--- config.mk ---
export PLATFORM = sky130hd
export DESIGN_NAME = instr_decode_stage
export DESIGN_NICKNAME = d
export VERILOG_FILES = /design/src/rtl/decode_pkg.sv /design/src/rtl/imm_gen.sv /design/src/rtl/instr_decode_stage.sv
export SDC_FILE = /design/constraint.sdc
export NUM_CORES = 1
export LEC_CHECK = 0
export ABC_AREA = 1
export BUFFER_PORTS_ARGS = -buffer_cell sky130_fd_sc_hd__buf_4
export CAP_MARGIN = 20
export CELL_PAD_IN_SITES_DETAIL_PLACEMENT = 1
export CELL_PAD_IN_SITES_GLOBAL_PLACEMENT = 1
export CORE_ASPECT_RATIO = 0.8
export CORE_MARGIN = 10
export CORE_UTILIZATION = 31
export CTS_CLUSTER_DIAMETER = 150
export DETAILED_ROUTE_END_ITERATION = 12
export GPL_ROUTABILITY_DRIVEN = 0
export PLACE_DENSITY_LB_ADDON = 0.1
export SLEW_MARGIN = 20
export SYNTH_ARGS = -nofsm -noshare
export SYNTH_HDL_FRONTEND = slang
export SYNTH_SLANG_ARGS = --single-unit
--- constraint.sdc ---
create_clock -name clk -period 1.5 [get_ports clk]
set_input_delay 0.075 -clock clk [delete_from_list [all_inputs] [get_ports clk]]
set_output_delay 0.075 -clock clk [all_outputs]
set_load 0.05 [all_outputs]
--- src/rtl/decode_pkg.sv ---
// rtl/decode_pkg.sv - RV32I opcode constants, ALU/format enums and the decoded-bundle type
package decode_pkg;

    localparam logic [6:0] OPC_LUI    = 7'b0110111;
    localparam logic [6:0] OPC_AUIPC  = 7'b0010111;
    localparam logic [6:0] OPC_JAL    = 7'b1101111;
    localparam logic [6:0] OPC_JALR   = 7'b1100111;
    localparam logic [6:0] OPC_BRANCH = 7'b1100011;
    localparam logic [6:0] OPC_LOAD   = 7'b0000011;
    localparam logic [6:0] OPC_STORE  = 7'b0100011;
    localparam logic [6:0] OPC_OP_IMM = 7'b0010011;
    localparam logic [6:0] OPC_OP     = 7'b0110011;

    typedef enum logic [3:0] {
        ALU_ADD, ALU_SUB, ALU_SLL, ALU_SLT, ALU_SLTU, ALU_XOR,
        ALU_SRL, ALU_SRA, ALU_OR, ALU_AND, ALU_PASSB
    } alu_op_e;

    typedef enum logic [2:0] {FMT_R, FMT_I, FMT_S, FMT_B, FMT_U, FMT_J} fmt_e;

    typedef struct packed {
        logic [31:0] pc;
        logic [31:0] rs1_data;
        logic [31:0] rs2_data;
        logic [31:0] imm;
        logic [4:0]  rd;
        alu_op_e     alu_op;
        fmt_e        fmt;
        logic        reg_write;
        logic        illegal;
    } decoded_t;

    // alt selects SUB/SRA on the two funct3 codes that have an alternate form
    function automatic alu_op_e alu_from_funct3(input logic [2:0] funct3, input logic alt);
        case (funct3)
            3'b000:  return alt ? ALU_SUB : ALU_ADD;
            3'b001:  return ALU_SLL;
            3'b010:  return ALU_SLT;
            3'b011:  return ALU_SLTU;
            3'b100:  return ALU_XOR;
            3'b101:  return alt ? ALU_SRA : ALU_SRL;
            3'b110:  return ALU_OR;
            default: return ALU_AND;
        endcase
    endfunction

endpackage

--- src/rtl/imm_gen.sv ---
// rtl/imm_gen.sv - combinational RV32I format classification and sign-extended immediate
module imm_gen
    import decode_pkg::*;
(
    input  logic [31:0] instr_i,
    output logic [31:0] imm_o,
    output fmt_e        fmt_o
);

    always_comb begin
        fmt_o = FMT_R;
        imm_o = '0;
        case (instr_i[6:0])
            OPC_LUI, OPC_AUIPC: begin
                fmt_o = FMT_U;
                imm_o = {instr_i[31:12], 12'b0};
            end
            OPC_JAL: begin
                fmt_o = FMT_J;
                imm_o = {{12{instr_i[31]}}, instr_i[19:12], instr_i[20], instr_i[30:21], 1'b0};
            end
            OPC_JALR, OPC_LOAD, OPC_OP_IMM: begin
                fmt_o = FMT_I;
                imm_o = {{20{instr_i[31]}}, instr_i[31:20]};
            end
            OPC_STORE: begin
                fmt_o = FMT_S;
                imm_o = {{20{instr_i[31]}}, instr_i[31:25], instr_i[11:7]};
            end
            OPC_BRANCH: begin
                fmt_o = FMT_B;
                imm_o = {{20{instr_i[31]}}, instr_i[7], instr_i[30:25], instr_i[11:8], 1'b0};
            end
            default: ;
        endcase
    end

endmodule

--- src/rtl/instr_decode_stage.sv ---
// rtl/instr_decode_stage.sv - RV32I decode stage with one-entry output register
// Optional writeback bypass into captured/held operands: DECODE_WB_BYPASS_EN
module instr_decode_stage
    import decode_pkg::*;
#(
    parameter int unsigned XLEN     = 32,
    parameter logic [31:0] RESET_PC = 32'h0000_0000
) (
    input  logic            clk,
    input  logic            rst_n,
    input  logic            flush,
    input  logic            in_valid,
    output logic            in_ready,
    input  logic [XLEN-1:0] in_instr,
    input  logic [XLEN-1:0] in_pc,
    output logic [4:0]      rf_rd_address_a,
    output logic [4:0]      rf_rd_address_b,
    input  logic [XLEN-1:0] rf_data_a,
    input  logic [XLEN-1:0] rf_data_b,
    input  logic            wb_enable,
    input  logic [4:0]      wb_address,
    input  logic [XLEN-1:0] wb_data,
    output logic            out_valid,
    input  logic            out_ready,
    output logic [XLEN-1:0] out_pc,
    output logic [XLEN-1:0] out_rs1_data,
    output logic [XLEN-1:0] out_rs2_data,
    output logic [XLEN-1:0] out_imm,
    output logic [4:0]      out_rd,
    output logic [3:0]      out_alu_op,
    output logic [2:0]      out_fmt,
    output logic            out_reg_write,
    output logic            out_illegal
);

    localparam decoded_t RESET_BUNDLE = '{
        pc: RESET_PC, rs1_data: '0, rs2_data: '0, imm: '0, rd: '0,
        alu_op: ALU_ADD, fmt: FMT_R, reg_write: 1'b0, illegal: 1'b0
    };

    logic        valid_q, valid_d;
    decoded_t    bundle_q, bundle_d;
    decoded_t    dec;
    logic        accept;
    logic [6:0]  opcode;
    logic [2:0]  funct3;
    logic [6:0]  funct7;
    logic [4:0]  rs1, rs2;
    logic [31:0] imm;
    fmt_e        fmt;

    assign opcode = in_instr[6:0];
    assign funct3 = in_instr[14:12];
    assign funct7 = in_instr[31:25];
    assign rs1    = in_instr[19:15];
    assign rs2    = in_instr[24:20];

    assign rf_rd_address_a = rs1;
    assign rf_rd_address_b = rs2;
    assign in_ready        = !valid_q || out_ready;
    assign accept          = in_valid && in_ready;

    imm_gen u_imm_gen (
        .instr_i (in_instr),
        .imm_o   (imm),
        .fmt_o   (fmt)
    );

    always_comb begin : decode
        dec          = RESET_BUNDLE;
        dec.pc       = in_pc;
        dec.imm      = imm;
        dec.fmt      = fmt;
        dec.rs1_data = rf_data_a;
        dec.rs2_data = rf_data_b;
        case (opcode)
            OPC_LUI:                                dec.alu_op = ALU_PASSB;
            OPC_AUIPC, OPC_JAL, OPC_JALR:           dec.alu_op = ALU_ADD;
            OPC_LOAD:   dec.illegal = (funct3 == 3'b011) || (funct3[2:1] == 2'b11);
            OPC_STORE:  dec.illegal = (funct3 > 3'b010);
            OPC_BRANCH: begin
                dec.alu_op  = ALU_SUB;
                dec.illegal = (funct3[2:1] == 2'b01);
            end
            OPC_OP_IMM: begin
                dec.alu_op  = alu_from_funct3(funct3, (funct3 == 3'b101) && funct7[5]);
                dec.illegal = ((funct3 == 3'b001) && (funct7 != 7'b0000000)) ||
                              ((funct3 == 3'b101) && (funct7 != 7'b0000000) && (funct7 != 7'b0100000));
            end
            OPC_OP: begin
                dec.alu_op  = alu_from_funct3(funct3, funct7[5] && ((funct3 == 3'b000) || (funct3 == 3'b101)));
                dec.illegal = !((funct7 == 7'b0000000) ||
                                ((funct7 == 7'b0100000) && ((funct3 == 3'b000) || (funct3 == 3'b101))));
            end
            default:    dec.illegal = 1'b1;
        endcase
        dec.rd        = ((fmt == FMT_S) || (fmt == FMT_B)) ? 5'd0 : in_instr[11:7];
        dec.reg_write = (fmt != FMT_S) && (fmt != FMT_B) && (dec.rd != 5'd0) && !dec.illegal;
`ifdef DECODE_WB_BYPASS_EN
        if (wb_enable && (wb_address != 5'd0) && (wb_address == rs1)) dec.rs1_data = wb_data;
        if (wb_enable && (wb_address != 5'd0) && (wb_address == rs2)) dec.rs2_data = wb_data;
`endif
    end

`ifdef DECODE_WB_BYPASS_EN
    // Source indices of the held instruction, needed to match later writebacks
    logic [4:0] rs1_q, rs2_q;

    always_ff @(posedge clk or negedge rst_n) begin
        if (!rst_n) begin
            rs1_q <= '0;
            rs2_q <= '0;
        end else if (accept && !flush) begin
            rs1_q <= rs1;
            rs2_q <= rs2;
        end
    end
`else
    logic unused_wb;
    assign unused_wb = ^{wb_enable, wb_address, wb_data};
`endif

    always_comb begin : next_state
        valid_d  = valid_q;
        bundle_d = bundle_q;
        if (flush)          valid_d = 1'b0;
        else if (accept)    valid_d = 1'b1;
        else if (out_ready) valid_d = 1'b0;

        if (accept && !flush) begin
            bundle_d = dec;
        end
`ifdef DECODE_WB_BYPASS_EN
        else if (valid_q && !out_ready) begin
            if (wb_enable && (wb_address != 5'd0) && (wb_address == rs1_q)) bundle_d.rs1_data = wb_data;
            if (wb_enable && (wb_address != 5'd0) && (wb_address == rs2_q)) bundle_d.rs2_data = wb_data;
        end
`endif
    end

    always_ff @(posedge clk or negedge rst_n) begin
        if (!rst_n) begin
            valid_q  <= 1'b0;
            bundle_q <= RESET_BUNDLE;
        end else begin
            valid_q  <= valid_d;
            bundle_q <= bundle_d;
        end
    end

    assign out_valid     = valid_q;
    assign out_pc        = bundle_q.pc;
    assign out_rs1_data  = bundle_q.rs1_data;
    assign out_rs2_data  = bundle_q.rs2_data;
    assign out_imm       = bundle_q.imm;
    assign out_rd        = bundle_q.rd;
    assign out_alu_op    = bundle_q.alu_op;
    assign out_fmt       = bundle_q.fmt;
    assign out_reg_write = bundle_q.reg_write;
    assign out_illegal   = bundle_q.illegal;

endmodule
==> results of run 1 <==
[flip-flops by register name, indices dropped and copies added (netlist names)]
name / count
out_valid: 1
out_rd: 5
out_pc: 32
out_imm: 32
out_reg_write: 1
out_alu_op: 4
out_rs2_data: 32
out_fmt: 3
out_rs1_data: 32
out_illegal: 1
[stage by stage]
step / setup TNS, ns / std cells / setup WS [ns] / util
4_1_cts: 0 / 1433 / 0.0452 / 0.549
6_report: 0 / 1442 / 0.0307 / 0.560
3_3_place_gp: 0 / 1280 / 0.0863 / 0.453
2_1_floorplan: 0 / 756 / 0.00649 / -
3_5_place_dp: 0 / 1280 / 0.0688 / 0.453
5_1_grt: -0.205 / 1442 / -0.0293 / 0.560
[layer usage]
layer,up-vias,global-route usage,share of wire
li1,3167,-,-
met1,3162,0.240,0.42
met2,204,0.323,0.48
met3,26,0.0686,0.077
met4,0,0.0583,0.019
met5,-,0,0
[cells by family after synthesis]
kind of cell	share of synthesized area
buffers and inverters	0.0521
AOI/OAI and AO/OA	0.0218
DFF	0.582
and+or+nand+nor	0.344
[worst max-delay path by stage]
stage / start / endpoint / slack [ns] / depth (start not counted)
floorplan: out_valid$_DFFE_PN0P_ / out_pc[0]$_DFFE_PN0P_ / 0.006 / 8
global route: out_valid$_DFFE_PN0P_ / out_imm[5]$_DFFE_PN0P_ / -0.03 / 9
global placement: out_valid$_DFFE_PN0P_ / out_pc[21]$_DFFE_PN0P_ / 0.09 / 8
finish: out_valid$_DFFE_PN0P_ / out_imm[5]$_DFFE_PN0P_ / 0.03 / 9
CTS: out_valid$_DFFE_PN0P_ / out_pc[25]$_DFFE_PN0P_ / 0.05 / 8
detailed placement: out_valid$_DFFE_PN0P_ / out_rs1_data[31]$_DFFE_PN0P_ / 0.07 / 8
[layout make-up]
cell class | instances | area [um^2] | share of cell area
Inverter | 21 | 86.3 | 0.00801
Multi-Input combinational cell | 549 | 2300 | 0.213
Tap cell | 258 | 323 | 0.0300
Sequential cell | 143 | 3580 | 0.332
Clock buffer | 17 | 425 | 0.0395
Timing Repair Buffer | 441 | 3880 | 0.360
Clock inverter | 13 | 189 | 0.0175
[power groups by stage]
stage	clock, mW	sequential (mW)	combinational, mW
floorplan	0	6.22	0.639
detailed placement	0	4.63	3.75
global placement	0	4.61	3.73
CTS	4.61	4.57	4.04
finish	4.49	4.58	4.12
global route	4.78	4.63	4.36
[cells in the final DEF, fill, tap and decap left out, drive strengths merged]
| cell type | synthesis | final |
|---|---|---|
| nand2 | 456 | 456 |
| buf | 36 | 313 |
| dfrtp | 143 | 143 |
| dlygate4sd3 | 0 | 123 |
| nand3 | 35 | 35 |
| inv | 21 | 23 |
| clkbuf | 7 | 22 |
| nor2 | 22 | 22 |
| o21ai | 11 | 11 |
| a21oi | 9 | 9 |
| nand4 | 7 | 7 |
| nor3 | 5 | 5 |
| clkinv | 0 | 5 |
| bufinv | 0 | 4 |
| clkinvlp | 0 | 2 |
| o31ai | 1 | 1 |
| a31oi | 1 | 1 |
| nand3b | 1 | 1 |
| o22a | 1 | 1 |
[worst max-delay path, stage by stage (launching register included)]
cell,delay [ns]
dfrtp_2,0.44
nand2_8,0.07
nand2_2,0.06
nor2_4,0.14
buf_4,0.14
clkbuf_16,0.13
buf_6,0.12
clkbuf_16,0.15
nand3_1,0.08
nand2_1,0.06
[timing repair]
action | CTS | global route
hold buffers | 123 | 0
buffers inserted | 0 | 3
endpoints found under the setup margin | 0 | 24
resized for setup | 0 | 13
hold endpoints to repair | 267 | 0
==> metrics.md, run 1 <==
| Metric | Value |
|---|---|
| CTS buffer count | `17` |
| WL final | `approximately 27,000 um` |
| Die W | `177 um` |
| Commonest cells post-synth | `451 x nand2_1, 143 x dfrtp_1, 32 x nand3_1` |
| Net switching power | `about 4.7 mW` |
| Rows | `45` |
| Worst-path maximum fanout | `8` |
| FFs w/ async S/R, synth | `1.00` |
| Register-to-Register Path Depth | `9` |
| R2r setup slk | `approximately 0.031 ns` |
| CP Class | `register to register` |
| Vias per cell | `between 4 and 5` |
| Num Clock Sinks | `143` |
| Relative slew slack | `0.690` |
| Data arrival, critical path | `between 1.5 and 2 ns` |
| Clk root buf | `clkbuf_16` |
| Drt initial violations | `375` |
| Clock-pin slew on the worst setup and hold paths | `roughly 0.06 ns` |
| H-tree levels | `4` |
| Synth cell types | `24` |
| Mapped cell area | `slightly above 6000 um^2` |
| Worst Path Required | `1.86 ns` |
| Initial antenna violation count | `0` |
| Pins Over Slew Limit | `0` |
| FF-to-FF End | `out_imm[5]$_DFFE_PN0P_` |
| Clock power share | `0.340` |
| Area share of the largest cell type after synthesis | `0.582` |
| Final ANT Viol Nets | `0` |
| Fin crit period | `1.47 ns` |
| Worst IR Drop VDD | `a little over 0.6 mV` |
| Critical path capture point type | `register` |
| Cell Pwr Density | `1220 nW/um^2` |
| Seq/Total Area, Yosys | `0.582` |
| Final period utilization | `0.980` |
| Finished Cell Area | `~11,000 um^2` |
| DRC viols | `0` |
| Vias in the first global route | `around 7,000` |
| Post-synth EDFFs | `0` |
| Max_cap viols | `0` |
| Fin nets | `between 1,000 and 1,500` |
| TritonCTS clock tree | `yes` |
| Antenna Cells | `0` |
| Top_reg_cell synth | `dfrtp_1` |
| Share of cells above drive strength 1 | `0.314` |
| Die ar. | `about 26,000 um^2` |
| Vias | `6,559` |
| Synth Instances | `approximately 760` |
| Cell internal pwr | `approximately 8.5 mW` |
| Slew @ Worst Pin | `between 0.4 and 0.5 ns` |
| Drt wl/cell | `approximately 19 um` |
| Pleak | `slightly below 6 nW` |
| Syn Area/Cell | `8.13 um^2` |
| Largest net degree at the start of global routing | `53` |
| Hold path cells | `5` |
| Total power | `approximately 13 mW` |
| WHS Endpoint | `out_imm[0]$_DFFE_PN0P_` |
| Top-count cell post-synth | `nand2_1` |
| Unrepaired setup endpoints after global routing | `true` |
| Hold Worst Slack | `0.0219 ns` |
| Dpl cell area | `~8700 um^2` |
| Logic pwr share | `0.313` |
| Min-delay worst type | `primary input to register` |
| Bufs on Longest Clock Path | `2` |
| Synth Register Bits | `between 100 and 150` |
| Skew-Pair Late Insertion Delay | `approximately 0.42 ns` |
| Post-DP HPWL | `about 18,000 um` |
| Type of origin of the critical path | `register` |
| Syn Nets | `a little over 900` |
| Synth warnings | `0` |
| GRT Residual Overflow | `0` |
| Area delta synth->final | `75.3%` |
| Port-buffer cells | `286` |
| Status | `finished, final reports clean` |
| Initial Util | `0.319` |
| First-pass detailed-route iteration total | `4` |
| Min-delay src | `in_instr[20]` |
| Reg power frac | `0.347` |
| Fin. Hold Viols | `0` |
| First-pass GRT wire length | `between 40,000 and 50,000 um` |
| Final setup fails | `0` |
| Largest cells by area after synthesis | `dfrtp_1 58%, nand2_1 28%, nand3_1 2.6%` |
| Area leader, netlist | `dfrtp_1` |
| IO Pins | `325` |
| Reg2Reg Launch Point | `out_valid$_DFFE_PN0P_` |
| Clock skew | `between 0.008 and 0.009 ns` |
| Total track usage | `0.198` |
| Die Y-Extent | `146 um` |
| Fmax | `about 700 MHz` |
| Sw frac | `0.358` |
| Core region area | `roughly 19,000 um^2` |
| Fillers | `roughly 2,200` |
Power figures use the tool's default switching activity.
==> run 2, diff against run 1 <==
--- a/config.mk
+++ b/config.mk
@@ -6,15 +6,15 @@
 export NUM_CORES = 1
 export LEC_CHECK = 0
 export ABC_AREA = 1
-export BUFFER_PORTS_ARGS = -buffer_cell sky130_fd_sc_hd__buf_4
 export CAP_MARGIN = 20
 export CELL_PAD_IN_SITES_DETAIL_PLACEMENT = 1
 export CELL_PAD_IN_SITES_GLOBAL_PLACEMENT = 1
 export CORE_ASPECT_RATIO = 0.8
 export CORE_MARGIN = 10
-export CORE_UTILIZATION = 31
+export CORE_UTILIZATION = 44
 export CTS_CLUSTER_DIAMETER = 150
 export DETAILED_ROUTE_END_ITERATION = 12
+export DONT_BUFFER_PORTS = 1
 export GPL_ROUTABILITY_DRIVEN = 0
 export PLACE_DENSITY_LB_ADDON = 0.1
 export SLEW_MARGIN = 20
==> metrics.md, run 2 (synthesis gave the netlist of run 1 again) <==
| Metric | Value |
|---|---|
| H-tree levels | `4 (unchanged)` |
| Final ANT Viol Nets | `0 (unchanged)` |
| Die ar. | `19,100 um^2 (was 25,900 um^2)` |
| Worst Path Required | `1.86 ns (about the same)` |
| Failing checks | `hold timing, setup timing` |
| Num Clock Sinks | `143 (unchanged)` |
| WL final | `26,100 um (was 27,200 um)` |
| Post-DP HPWL | `15,300 um (was 17,700 um)` |
| Fin crit period | `1.54 ns (was 1.47 ns)` |
| Type of origin of the critical path | `register (unchanged)` |
| Vias per cell | `5.28 (was 4.55)` |
| Layout Utilization | `0.629 (was 0.560)` |
| Commonest non-fill, non-tap cell in the layout | `nand2_1 (unchanged)` |
| Skew-Pair Late Insertion Delay | `0.43 ns (was 0.42 ns)` |
| Drt initial violations | `399 (was 375)` |
| Fillers | `1,555 (was 2,248)` |
| Clk root buf | `clkbuf_16 (unchanged)` |
| Final setup fails | `7 (was 0)` |
| Largest net degree at the start of global routing | `144 (was 53)` |
| GRT Residual Overflow | `0 (unchanged)` |
| Area delta synth->final | `39.6% (was 75.3%)` |
| IO Pins | `325 (unchanged)` |
| Setup TNS | `-0.108 ns (was 0 ns)` |
| Slew @ Worst Pin | `0.571 ns (was 0.466 ns)` |
| Data arrival, critical path | `1.89 ns (was 1.83 ns)` |
| Vias | `5,772 (was 6,559)` |
| CP Class | `register to register (unchanged)` |
| Max_cap viols | `0 (unchanged)` |
| Fin. Hold Viols | `143 (was 0)` |
| Die W | `152 um (was 177 um)` |
| CTS buffer count | `17 (unchanged)` |
| Commonest non-fill, non-tap cells in the layout | `445 x nand2_1, 142 x dfrtp_1, 126 x dlygate4sd3_1 (was 446 x nand2_1, 299 x buf_4, 142 x dfrtp_1)` |
| Fmax | `650 MHz (was 681 MHz)` |
| Worst-path maximum fanout | `6 (was 8)` |
| Rows | `38 (was 45)` |
| Vias in the first global route | `6,379 (was 7,028)` |
| Status | `finished, violations left (was finished, final reports clean)` |
| Fin worst setup slack | `-0.0374 ns (was 0.0307 ns)` |
| Total track usage | `0.251 (was 0.198)` |
| Final period utilization | `1.02 (was 0.980)` |
| Initial Util | `0.450 (was 0.319)` |
| Initial antenna violation count | `1 (was 0)` |
| Cell Pwr Density | `1390 nW/um^2 (was 1220 nW/um^2)` |
| Clock-pin slew on the worst setup and hold paths | `0.06 ns (about the same)` |
| Core region area | `13,600 um^2 (was 19,300 um^2)` |
| First-pass detailed-route iteration total | `4 (unchanged)` |
| Critical path capture point type | `register (unchanged)` |
| Min-delay worst type | `primary input to async pin (was primary input to register)` |
| Pins Over Slew Limit | `0 (unchanged)` |
| First-pass GRT wire length | `38,000 um (was 40,700 um)` |
| Pleak | `4.55 nW (was 5.93 nW)` |
| Share of cells above drive strength 1 | `0.106 (was 0.314)` |
| Worst IR Drop VDD | `0.821 mV (was 0.618 mV)` |
| Clock skew | `0.0102 ns (was 0.00810 ns)` |
| Unrepaired setup endpoints after global routing | `true (unchanged)` |
| TritonCTS clock tree | `yes (unchanged)` |
| Drt wl/cell | `23.9 um (was 18.8 um)` |
| Relative slew slack | `0.619 (was 0.690)` |
| Bufs on Longest Clock Path | `2 (unchanged)` |
| Port-buffer cells | `0 (was 286)` |
| Hold Worst Slack | `-0.657 ns (was 0.0219 ns)` |
| DRC viols | `0 (unchanged)` |
| Die Y-Extent | `126 um (was 146 um)` |
| Fin nets | `1,071 (was 1,344)` |
run 2: worst max-delay path: stages (launching register included):
cell     delay (ns)
dfrtp_2        0.44
nand2_8        0.07
nand2_4        0.05
nor2_4         0.20
buf_12         0.16
nand2_2        0.06
nand2_2        0.06
nand3_2        0.07
nor2_4         0.14
nand3_2        0.09
nand2_1        0.11
run 2: power breakdown:
group          switching [mW]  internal, mW
registers                1.97          4.28
clock network            1.65          2.69
logic                   0.792         0.589
total                    4.41          7.56
run 2: final cells by class:
type,instances,area [um^2],share of cell area
multi-input combinational,549,2310,0.269
clock inverter,10,138,0.0160
tap,180,225,0.0262
sequential,143,3580,0.417
timing repair buffer,168,1780,0.207
inverter,21,91.3,0.0106
clock buffer,21,460,0.0537
antenna,1,2.50,0.000292
run 2: stage by stage:
stage | hold slack, ns | cells | cell area [um^2] | total power, mW | setup WS [ns]
after floorplan | -0.221 | 756 | 6170 | 6.86 | 0.00649
after global placement | -0.216 | 924 | 6470 | 7.14 | 0.0451
after detailed placement | -0.214 | 924 | 6470 | 7.22 | -0.0133
after CTS | -0.666 | 1082 | 8340 | 11.8 | 0.00194
after global routing | -0.683 | 1093 | 8580 | 12.4 | -0.135
final | -0.657 | 1093 | 8580 | 12.0 | -0.0374
run 2: final timing paths:
path / start / to / slack, ns / cells after the start
min in group clk: in_instr[2] / out_alu_op[3]$_DFFE_PN0P_ / 0.03 / 3
worst min-delay path: rst_n / out_pc[14]$_DFFE_PN0P_ / -0.66 / 0
worst max-delay path: out_valid$_DFFE_PN0P_ / out_reg_write$_DFFE_PN0P_ / -0.04 / 10
worst max register to register: out_valid$_DFFE_PN0P_ / out_reg_write$_DFFE_PN0P_ / -0.04 / 10
worst min register to register: out_rs1_data[16]$_DFFE_PN0P_ / out_rs1_data[16]$_DFFE_PN0P_ / 0.48 / 2
max in group asynchronous: rst_n / out_valid$_DFFE_PN0P_ / 1.94 / 0
run 2: per-layer routing:
layer | track usage | part of all wire
met1 | 0.261 | 0.35
met2 | 0.445 | 0.52
met3 | 0.106 | 0.099
met4 | 0.0955 | 0.027
met5 | 0 | 0
run 2: repair_timing:
| item | in CTS | in global routing |
|---|---|---|
| endpoints found under the setup margin | 12 | 137 |
| buffers inserted | 2 | 3 |
| gates resized for setup | 1 | 19 |
| pin swaps | 1 | 4 |
| hold buffers | 125 | 1 |
| endpoints found under the hold margin | 280 | 146 |
| gates cloned | 0 | 7 |
